File: config.mk
export PLATFORM = sky130hd
export DESIGN_NAME = alu_exec_unit
export DESIGN_NICKNAME = d
export VERILOG_FILES = /design/src/rtl/alu_pkg.sv /design/src/rtl/alu_core.sv /design/src/rtl/alu_exec_unit.sv
export SDC_FILE = /design/constraint.sdc
export NUM_CORES = 1
export LEC_CHECK = 0
export CELL_PAD_IN_SITES_DETAIL_PLACEMENT = 1
export CELL_PAD_IN_SITES_GLOBAL_PLACEMENT = 2
export CORE_MARGIN = 3
export CORE_UTILIZATION = 34
export DETAILED_ROUTE_END_ITERATION = 6
export PLACE_DENSITY = 0.85
export SETUP_SLACK_MARGIN = 0.2
export SLEW_MARGIN = 20
export SYNTH_ARGS = -nofsm -noshare
export SYNTH_HDL_FRONTEND = slang
export SYNTH_SLANG_ARGS = --single-unit
export TNS_END_PERCENT = 1
File: constraint.sdc
create_clock -name clk -period 3.4 [get_ports clk]
set_input_delay 0.51 -clock clk [delete_from_list [all_inputs] [get_ports clk]]
set_output_delay 0.51 -clock clk [all_outputs]
set_load 0.02 [all_outputs]
File: src/rtl/alu_pkg.sv
// Shared types for the execute-stage ALU: operation codes, FSM states,
// and the default datapath width.
package alu_pkg;

  localparam int DATA_WIDTH = 32;

  typedef enum logic [3:0] {
    OP_AND  = 4'b0000,
    OP_OR   = 4'b0001,
    OP_ADD  = 4'b0010,
    OP_SUB  = 4'b0011,
    OP_XOR  = 4'b0100,
    OP_SLT  = 4'b0101,
    OP_SLL  = 4'b0110,
    OP_SRL  = 4'b0111,
    OP_SRA  = 4'b1000,
    OP_BEQ  = 4'b1001,
    OP_BNE  = 4'b1010,
    OP_BLT  = 4'b1011,
    OP_BGE  = 4'b1100,
    OP_SLTU = 4'b1101,
    OP_BLTU = 4'b1110,
    OP_BGEU = 4'b1111
  } alu_op_t;

  typedef enum logic [1:0] {
    ST_IDLE  = 2'd0,
    ST_SHIFT = 2'd1,
    ST_DONE  = 2'd2
  } alu_exec_state_t;

  function automatic logic is_shift(input alu_op_t op);
    return (op == OP_SLL) || (op == OP_SRL) || (op == OP_SRA);
  endfunction

endpackage

File: src/rtl/alu_core.sv
// Single-cycle ALU functions and branch compares. Shift codes pass src_a
// through, which is the correct answer for a zero shift amount.
module alu_core
  import alu_pkg::*;
#(
  parameter int W = DATA_WIDTH
) (
  input  alu_op_t        i_op,
  input  logic [W-1:0]   i_a,
  input  logic [W-1:0]   i_b,
  output logic [W-1:0]   o_result,
  output logic           o_branch
);

  logic w_lt_s;
  logic w_lt_u;
  logic w_eq;

  assign w_lt_s = $signed(i_a) < $signed(i_b);
  assign w_lt_u = i_a < i_b;
  assign w_eq   = i_a == i_b;

  always_comb begin
    o_result = '0;
    o_branch = 1'b0;
    case (i_op)
      OP_AND:  o_result = i_a & i_b;
      OP_OR:   o_result = i_a | i_b;
      OP_ADD:  o_result = i_a + i_b;
      OP_SUB:  o_result = i_a - i_b;
      OP_XOR:  o_result = i_a ^ i_b;
      OP_SLT:  o_result = {{(W-1){1'b0}}, w_lt_s};
      OP_SLTU: o_result = {{(W-1){1'b0}}, w_lt_u};
      OP_SLL, OP_SRL, OP_SRA: o_result = i_a;
      OP_BEQ:  o_branch = w_eq;
      OP_BNE:  o_branch = !w_eq;
      OP_BLT:  o_branch = w_lt_s;
      OP_BGE:  o_branch = !w_lt_s;
      OP_BLTU: o_branch = w_lt_u;
      OP_BGEU: o_branch = !w_lt_u;
    endcase
  end

endmodule

File: src/rtl/alu_exec_unit.sv
// Execute-stage ALU with valid/ready handshake. Single-cycle ops retire the
// cycle after accept; shifts iterate one bit per cycle before retiring.
module alu_exec_unit #(
  parameter int DATA_WIDTH = alu_pkg::DATA_WIDTH
) (
  input  logic                  clk,
  input  logic                  reset,
  input  logic                  flush,
  input  logic                  in_valid,
  output logic                  in_ready,
  input  logic [3:0]            operation,
  input  logic [DATA_WIDTH-1:0] src_a,
  input  logic [DATA_WIDTH-1:0] src_b,
  output logic                  out_valid,
  input  logic                  out_ready,
  output logic [DATA_WIDTH-1:0] result,
  output logic                  branch_taken
);

  import alu_pkg::*;

  localparam int              SHW     = $clog2(DATA_WIDTH);
  localparam logic [SHW-1:0]  CNT_ONE = 1;

  alu_exec_state_t       r_state;
  alu_exec_state_t       w_next;
  alu_op_t               r_kind;
  alu_op_t               w_op;
  logic [DATA_WIDTH-1:0] r_work;
  logic [DATA_WIDTH-1:0] r_result;
  logic [DATA_WIDTH-1:0] w_core_res;
  logic [DATA_WIDTH-1:0] w_shifted;
  logic [SHW-1:0]        r_cnt;
  logic [SHW-1:0]        w_amt;
  logic                  r_branch;
  logic                  w_core_br;
  logic                  w_accept;
  logic                  w_go_shift;

  assign w_op       = alu_op_t'(operation);
  assign w_amt      = src_b[SHW-1:0];
  assign w_go_shift = is_shift(w_op) && (w_amt != '0);

  // Ready depends only on state, out_ready and flush, never on in_valid.
  assign in_ready  = !flush && ((r_state == ST_IDLE) ||
                                ((r_state == ST_DONE) && out_ready));
  assign w_accept  = in_valid && in_ready;
  assign out_valid = (r_state == ST_DONE);
  assign result       = r_result;
  assign branch_taken = r_branch;

  alu_core #(.W(DATA_WIDTH)) u_core (
    .i_op     (w_op),
    .i_a      (src_a),
    .i_b      (src_b),
    .o_result (w_core_res),
    .o_branch (w_core_br)
  );

  always_comb begin
    w_shifted = r_work;
    case (r_kind)
      OP_SLL:  w_shifted = {r_work[DATA_WIDTH-2:0], 1'b0};
      OP_SRL:  w_shifted = {1'b0, r_work[DATA_WIDTH-1:1]};
      OP_SRA:  w_shifted = {r_work[DATA_WIDTH-1], r_work[DATA_WIDTH-1:1]};
      default: w_shifted = r_work;
    endcase
  end

  always_comb begin
    w_next = r_state;
    if (flush) begin
      w_next = ST_IDLE;
    end else if (w_accept) begin
      w_next = w_go_shift ? ST_SHIFT : ST_DONE;
    end else begin
      case (r_state)
        ST_IDLE:  w_next = ST_IDLE;
        ST_SHIFT: if (r_cnt == CNT_ONE) w_next = ST_DONE;
        ST_DONE:  if (out_ready) w_next = ST_IDLE;
        default:  w_next = ST_IDLE;
      endcase
    end
  end

  always_ff @(posedge clk or posedge reset) begin
    if (reset) r_state <= ST_IDLE;
    else       r_state <= w_next;
  end

  always_ff @(posedge clk or posedge reset) begin
    if (reset) begin
      r_work   <= '0;
      r_cnt    <= '0;
      r_kind   <= OP_AND;
      r_result <= '0;
      r_branch <= 1'b0;
    end else if (flush) begin
      r_cnt <= '0;
    end else if (w_accept) begin
      if (w_go_shift) begin
        r_work <= src_a;
        r_cnt  <= w_amt;
        r_kind <= w_op;
      end else begin
        r_result <= w_core_res;
        r_branch <= w_core_br;
      end
    end else if (r_state == ST_SHIFT) begin
      r_work <= w_shifted;
      r_cnt  <= r_cnt - CNT_ONE;
      // Last step lands directly in the output register.
      if (r_cnt == CNT_ONE) begin
        r_result <= w_shifted;
        r_branch <= 1'b0;
      end
    end
  end

endmodule

# Yosys cells after proc, flatten, opt, wreduce, memory -nomap -nowiden
# Index checks and enable logic that the tools add are counted.
# W data, S select, Z words.
# op_classes
n_mux,24
eq_ne,27
n_addsub,3
bitwise_logic,4
reduce_logical,23
magnitude_cmp,2
# op_table
op,n
$pmux W32 S8,1
$mux W32,7
$pmux W32 S3,1
$lt A32 B32 Y1,2
$eq A4 B4 Y1 const B,9
$add A32 B32 Y32,1
$and A32 B32 Y32,1
$eq A32 B32 Y1,1
$or A32 B32 Y32,1
$sub A32 B32 Y32,1
$xor A32 B32 Y32,1
$eq A4 B3 Y1 const B,6
$mux W5,4
$mux W2,5
$eq A4 B2 Y1 const B,2
$pmux W1 S6,1
$reduce_and A3 Y1,2
$eq A5 B1 Y1 const B,1
$reduce_bool A5 Y1,1
$sub A5 B1 Y5 const B,1
$eq A4 B1 Y1 const B,1
$logic_and A1 B1 Y1,4
$logic_not A1 Y1,4
$logic_not A4 Y1,1
other kinds (17),24
# totals
elab_cells,89
output_inout_bits,35
inputBits,73
ff_bits,76

# Depth between registers and ports, before layout
# depth
word_depth,7
ltp_mapped,13
ltp_nobuf,12

# Hierarchy
# From an unflattened synthesis, not the netlist that was laid out.
# unflattened
hier_cells,1363
hier_area_um2,10383.7
# by_module_without_submodules
module,cells_per_inst,n_inst,seq_area_each_um2,area_per_inst_um2
alu_core,849,1,0.0,5466.5
alu_exec_unit,514,1,1901.8,4917.2

# Worst setup path before layout
# Ideal clock, no wire load.
# synth_timing
path_type,in2reg
startpoint,in src_b[5]
endpoint,"reg r_result[30], in the netlist result[30]"
required_ns,3.280
setup_ns,0.120
setup_slack_ns,0.226
stages,12
path_buffers,1
arrival_time_ns,3.054
cell_sequence,inv_1 > ha_1 > clkbuf_1 > nand2b_1 > o31a_1 > a21o_1 > a21o_1 > a221o_1 > a221o_1 > a41oi_1 > mux2_2 > a31o_1
# synth_via
elab_chain_cells,4
elab_cells_between_ends,5
classes_between,2 x add/sub; 3 x mux
# synth_rtl
item,line,text
from (decl),alu_exec_unit.sv:13,"input logic [DATA_WIDTH-1:0] src_b,"
$sub A32 B32 Y32 / $add A32 B32 Y32 (equally long branches),"alu_core.sv:30, alu_core.sv:29",
$pmux W32 S8 *,alu_core.sv:26,case (i_op)
$mux W32 *,alu_exec_unit.sv:101,if (w_go_shift) begin
$mux W32 *,alu_exec_unit.sv:100,end else if (w_accept) begin
to (signal assigned),alu_exec_unit.sv:106,r_result <= w_core_res;
to (signal assigned),alu_exec_unit.sv:114,r_result <= w_shifted;
to (decl),alu_exec_unit.sv:30,logic [DATA_WIDTH-1:0] r_result;
# Every way passes the cells marked *; elsewhere a longest branch is shown, timed or not. The select of a mux whose other input is x is not followed.
# A chain may end at the register's enable or synchronous reset.

# Final worst setup path
# layout_timing
startpoint,in src_a[6]
endpoint,"reg r_result[27], in the netlist result[27]"
# layout_via
elab_chain_cells,4
elab_cells_between_ends,5
classes_between,2 x add/sub; 3 x mux
# layout_rtl
item,line,text
from (decl),alu_exec_unit.sv:12,"input logic [DATA_WIDTH-1:0] src_a,"
$sub A32 B32 Y32 / $add A32 B32 Y32 (equally long branches),"alu_core.sv:30, alu_core.sv:29",
$pmux W32 S8 *,alu_core.sv:26,
$mux W32 *,alu_exec_unit.sv:101,
$mux W32 *,alu_exec_unit.sv:100,
# Marks and branches as above.

==> tab_implementation.tex <==
\begin{tabular}{lr}
\hline
Metric & Value \\
\hline
\multicolumn{2}{l}{\textbf{Die}} \\
Area of the core region & 27,180 um\^{}2 \\
Overall die area & 29,940 um\^{}2 \\
Vertical die dimension & 173.0 um \\
Std-Cell Rows & 60 \\
Effective utilization at floorplan & between 30\% and 40\% \\
Boundary Pins & 108 \\
Die W & 173.0 um \\
\multicolumn{2}{l}{\textbf{Critical path}} \\
Worst Setup Start Kind & input pin \\
Worst path cell trace & clkdlybuf4s50\_1 > inv\_2 > ha\_4 > buf\_4 > and2\_4 > a22o\_1 > inv\_2 > nand3\_2 > a31o\_2 > a221oi\_2 > buf\_4 > o221ai\_1 > a2111oi\_1 > o21ba\_1 \\
Combined buffer and inverter count along the critical path & 5 \\
Class of the most critical setup path & in -> reg \\
Worst Setup End Kind & flip-flop \\
Endpoint of the worst setup timing path & result[27] \\
Critical-path cell with the highest stage delay & sky130\_fd\_sc\_hd\_\_clkdlybuf4s50\_1 \\
CP arrival & 3.46 ns \\
Endpoint of the worst register-to-register path & result[30] \\
Path length in cells of the critical path & 14 \\
Crit-path leading delay family & compound AO/OA/AOI/OAI gates \\
Source of the worst register-to-register timing path & r\_cnt[1] \\
Required time of the critical path & 3.65 ns \\
Critical Path Source & src\_a[6] \\
Largest fanout on the critical path & 8 \\
Maximum cell stage delay along the critical path & 0.52 ns \\
Cell count of the worst reg-to-reg path & 10 \\
Internal reg-to-reg setup slack & 0.46 ns \\
\multicolumn{2}{l}{\textbf{Synth}} \\
Number of storage elements in the synthesis netlist & 76 \\
Post-Syn Instances & 1,293 \\
Post-synth EDFFs & 0 \\
Portion of synthesized cell area occupied by the leading cell type & 20.05\% \\
Async set-or-reset flop fraction in the synthesized netlist & 100.0\% \\
Post-Syn Area & 9487 um\^{}2 \\
Per-instance average area after synthesis & 7.337 um\^{}2 \\
Largest area contributor in the netlist & sky130\_fd\_sc\_hd\_\_dfrtp\_1 \\
Number of warnings printed during yosys synthesis & 0 \\
Number of library cell types mapped by synthesis & 79 \\
Register area share after synthesis & 20.05\% \\
Cells taking the most area after synthesis & sky130\_fd\_sc\_hd\_\_dfrtp\_1 20\%, sky130\_fd\_sc\_hd\_\_ha\_1 15\%, sky130\_fd\_sc\_hd\_\_a21oi\_1 7.1\%, sky130\_fd\_sc\_hd\_\_o21ai\_0 5.8\%, sky130\_fd\_sc\_hd\_\_nor2\_1 4.7\% \\
Syn nets & about 1.5k \\
Top\_reg\_cell synth & sky130\_fd\_sc\_hd\_\_dfrtp\_1 \\
\multicolumn{2}{l}{\textbf{Cells and area}} \\
Combined flip-flop and latch cell area & around 1900 um\^{}2 \\
Area growth from synthesis to layout & 48.55\% \\
Fin util & 51.86\% \\
Proportion of layout cells with a drive suffix above 1 & 28.95\% \\
Area of combinational cells with multiple inputs & 7590 um\^{}2 \\
Number of fill cells in the layout & 3,330 \\
Net count of the finished layout & 1,815 \\
Number of diodes added for antenna fixing & 0 \\
\multicolumn{2}{l}{\textbf{Timing}} \\
Worst setup slack after layout & 0.1859 ns \\
Fmax & 0.3111 GHz \\
Final-report hold violation count & 0 \\
Minimum period implied by the final worst setup slack & approximately 3.2 ns \\
Number of max-slew violations in the final report & 0 \\
Final setup violating endpoints & 0 \\
Actual transition at the worst max-transition pin & approximately 0.66 ns \\
Final total negative setup slack & 0 ns \\
RSZ-0062 raised after global routing & yes \\
Clock Skew & 0.009194 ns \\
Hold Worst Slack & 0.4611 ns \\
Final worst-path cycle share & 94.53\% \\
Rel. slew slack & 54.96\% \\
\multicolumn{2}{l}{\textbf{Route}} \\
First DRT Iteration DRCs & 1,213 \\
Number of detailed-routing iterations run before antenna repair & 7 \\
WL/cell & 23.98 um \\
Routed via count divided by cell count & 6.065 \\
Remaining antenna violation count & 0 \\
Number of DRC violations after detailed routing & 7 \\
Total number of vias & 12.17k \\
Routed wire length & about 48 mm \\
\multicolumn{2}{l}{\textbf{Clock network}} \\
Number of CTS-inserted buffers & 9 \\
Clock latency at the later pin of the worst-skew pair & 0.35 ns \\
TritonCTS clock tree & yes \\
Buffer levels on the longest clock path & 2 \\
Clock-pin slew on the worst setup and hold paths & 0.07 ns \\
Total clock sinks & 76 \\
Hold-fix buffers at CTS & 0 \\
CTS H-tree depth & 3 \\
CTS root buf & sky130\_fd\_sc\_hd\_\_clkbuf\_16 \\
\multicolumn{2}{l}{\textbf{Pwr}} \\
Max rail drop VDD & 0.0002889 V \\
Static Leakage & 6.233 nW \\
P\_int & between 0.003 and 0.004 W \\
Sequential Power Share & 27.1\% \\
Post-route total power & 0.006176 W \\
Switching power of the nets & 0.002744 W \\
Fraction of power spent switching nets & 44.43\% \\
Comb power frac & 56.7\% \\
Power share of the clock group & 16.2\% \\
Areal power density over the cells & 438.3 nW/um\^{}2 \\
\multicolumn{2}{l}{\textbf{GRT}} \\
Total GRT Usage & a little under a third \\
Total global routing overflow & 0 \\
Vias in the first global route & 12.49k \\
Antenna violations before repair & 2 \\
Global-route wire length before repair & 72.66 mm \\
Maximum number of pins on one net before global-route repair & 50 \\
\multicolumn{2}{l}{\textbf{Placement}} \\
Gpl congestion & 0.9569 \\
Pre-CTS setup slack & -0.5709 ns \\
Detailed Place HPWL & around 36 mm \\
Buffers on Ports & 107 \\
\multicolumn{2}{l}{\textbf{Status}} \\
Violations in the final reports & design-rule violations \\
Result of the run & finished, violations left \\
\multicolumn{2}{l}{\textbf{Hold path}} \\
Hold WC Path Type & reg -> reg \\
Launch point of the worst hold path & result[2] \\
\multicolumn{2}{l}{\textbf{Run}} \\
Max-cap violations & 0 \\
\hline
\end{tabular}
how the worst min path moves through the flow:
stage	to	slack [ns]	cells past startpoint
floorplan	r_work[0]	0.47	2
global placement	result[2]	0.45	2
detailed placement	result[2]	0.46	2
CTS	result[2]	0.47	2
global route	result[2]	0.50	2
finish	result[2]	0.46	2
placed cells by master (no fill, tap or decap), types with 8 or more instances in the layout:
cell type	count
sky130_fd_sc_hd__a31oi_1	10
sky130_fd_sc_hd__clkdlybuf4s50_1	85
sky130_fd_sc_hd__a21oi_2	20
sky130_fd_sc_hd__o22ai_1	9
sky130_fd_sc_hd__o31ai_1	13
sky130_fd_sc_hd__a21o_1	14
sky130_fd_sc_hd__nand2_1	106
sky130_fd_sc_hd__dfrtp_1	76
sky130_fd_sc_hd__nor2_1	112
sky130_fd_sc_hd__inv_1	81
sky130_fd_sc_hd__nand2b_1	12
sky130_fd_sc_hd__dlymetal6s2s_1	11
sky130_fd_sc_hd__nand4_1	9
sky130_fd_sc_hd__and2_1	10
sky130_fd_sc_hd__ha_2	11
sky130_fd_sc_hd__ha_4	16
sky130_fd_sc_hd__buf_4	304
sky130_fd_sc_hd__o211ai_1	17
sky130_fd_sc_hd__nor4_1	15
sky130_fd_sc_hd__o21bai_1	12
sky130_fd_sc_hd__a221oi_1	24
sky130_fd_sc_hd__dlygate4sd2_1	8
sky130_fd_sc_hd__ha_1	83
sky130_fd_sc_hd__clkbuf_16	9
sky130_fd_sc_hd__nor2b_1	12
sky130_fd_sc_hd__nand3_1	20
sky130_fd_sc_hd__o221ai_1	12
sky130_fd_sc_hd__o21a_1	9
sky130_fd_sc_hd__nor3_1	33
sky130_fd_sc_hd__inv_2	18
sky130_fd_sc_hd__a21oi_1	114
sky130_fd_sc_hd__or3_1	9
sky130_fd_sc_hd__o21ai_0	104
sky130_fd_sc_hd__a222oi_1	36
cells by family after synthesis:
kind of cell / after synthesis / synth area share (%)
flops: 76 / 20.05
buf+inv: 192 / 7.729
simple gates: 393 / 19.80
fa+ha+maj: 112 / 14.93
compound gates: 502 / 35.62
mux: 10 / 1.134
xor+xnor: 8 / 0.7386
metal layers:
| layer | GRT usage [%] | vias up | wire length [um] |
|---|---|---|---|
| met2 | 47.82 | 562 | 21930 |
| li1 | - | 5482 | - |
| met1 | 41.10 | 6010 | 20920 |
| met5 | 0 | - | 22 |
| met4 | 11.52 | 4 | 1444 |
| met3 | 6.236 | 109 | 3789 |
cell usage after synthesis (all sizes together) (5+ instances only):
master	n
a2111oi	12
a211o	6
a211oi	10
a21o	14
a21oi	135
a221o	6
a221oi	30
a222oi	36
a22oi	6
a31o	5
a31oi	13
and2	11
and3	8
buf	17
clkbuf	75
dfrtp	76
ha	110
inv	100
mux2	6
nand2	108
nand2b	12
nand3	22
nand4	9
nor2	118
nor2b	12
nor3	39
nor4	18
nor4b	5
o211ai	17
o21a	10
o21ai	112
o21bai	12
o221ai	12
o22ai	9
o31ai	18
or2	6
or3	10
xnor2	6
worst register-to-register path: cells and delay by family (launching register included):
family | cells | cell delay [ns]
AO/OA/AOI/OAI | 4 | 1.00
adder cells (fa/ha/maj) | 1 | 0.13
AND/OR/NAND/NOR | 3 | 0.95
flip-flops | 1 | 0.40
buffers and inverters | 1 | 0.09
multiplexers | 1 | 0.27
flip-flops by register name, indices dropped and copies added (netlist names):
register and flops:
r_work 32, result 32, r_cnt 5, r_kind 4, r_state 2, branch_taken 1
repair_timing:
action / 4_1_cts / 5_1_grt
buffers inserted: 3 / 4
resized for setup: 84 / 96
endpoints found under the setup margin: 22 / 22
pin swaps: 23 / 29
metrics by stage:
step | std cells | area (um^2)
after global routing | 2006 | 14090
final | 2006 | 14090
after CTS | 2002 | 13670
after floorplan | 1293 | 9487
after global placement | 1984 | 13040
after detailed placement | 1984 | 13040
area by class of cell:
class / count / area share [%]
clock buffers: 11 / 1.722
clock inverters: 4 / 0.3551
inverters: 100 / 2.672
multi-input cells: 1025 / 53.86
flip-flops and latches: 76 / 13.50
well taps: 372 / 3.303
repair buffers: 418 / 24.59
power by group through the flow:
stage	clock, W	combinational (W)	sequential, W
final	0.00100	0.00350	0.00167
after global routing	0.00104	0.00378	0.00171
after CTS	0.00101	0.00335	0.00165
after detailed placement	0	0.00324	0.00166
after global placement	0	0.00314	0.00165
after floorplan	0	0.00159	0.00174
Note: power is estimated with default switching activity, not from simulation.
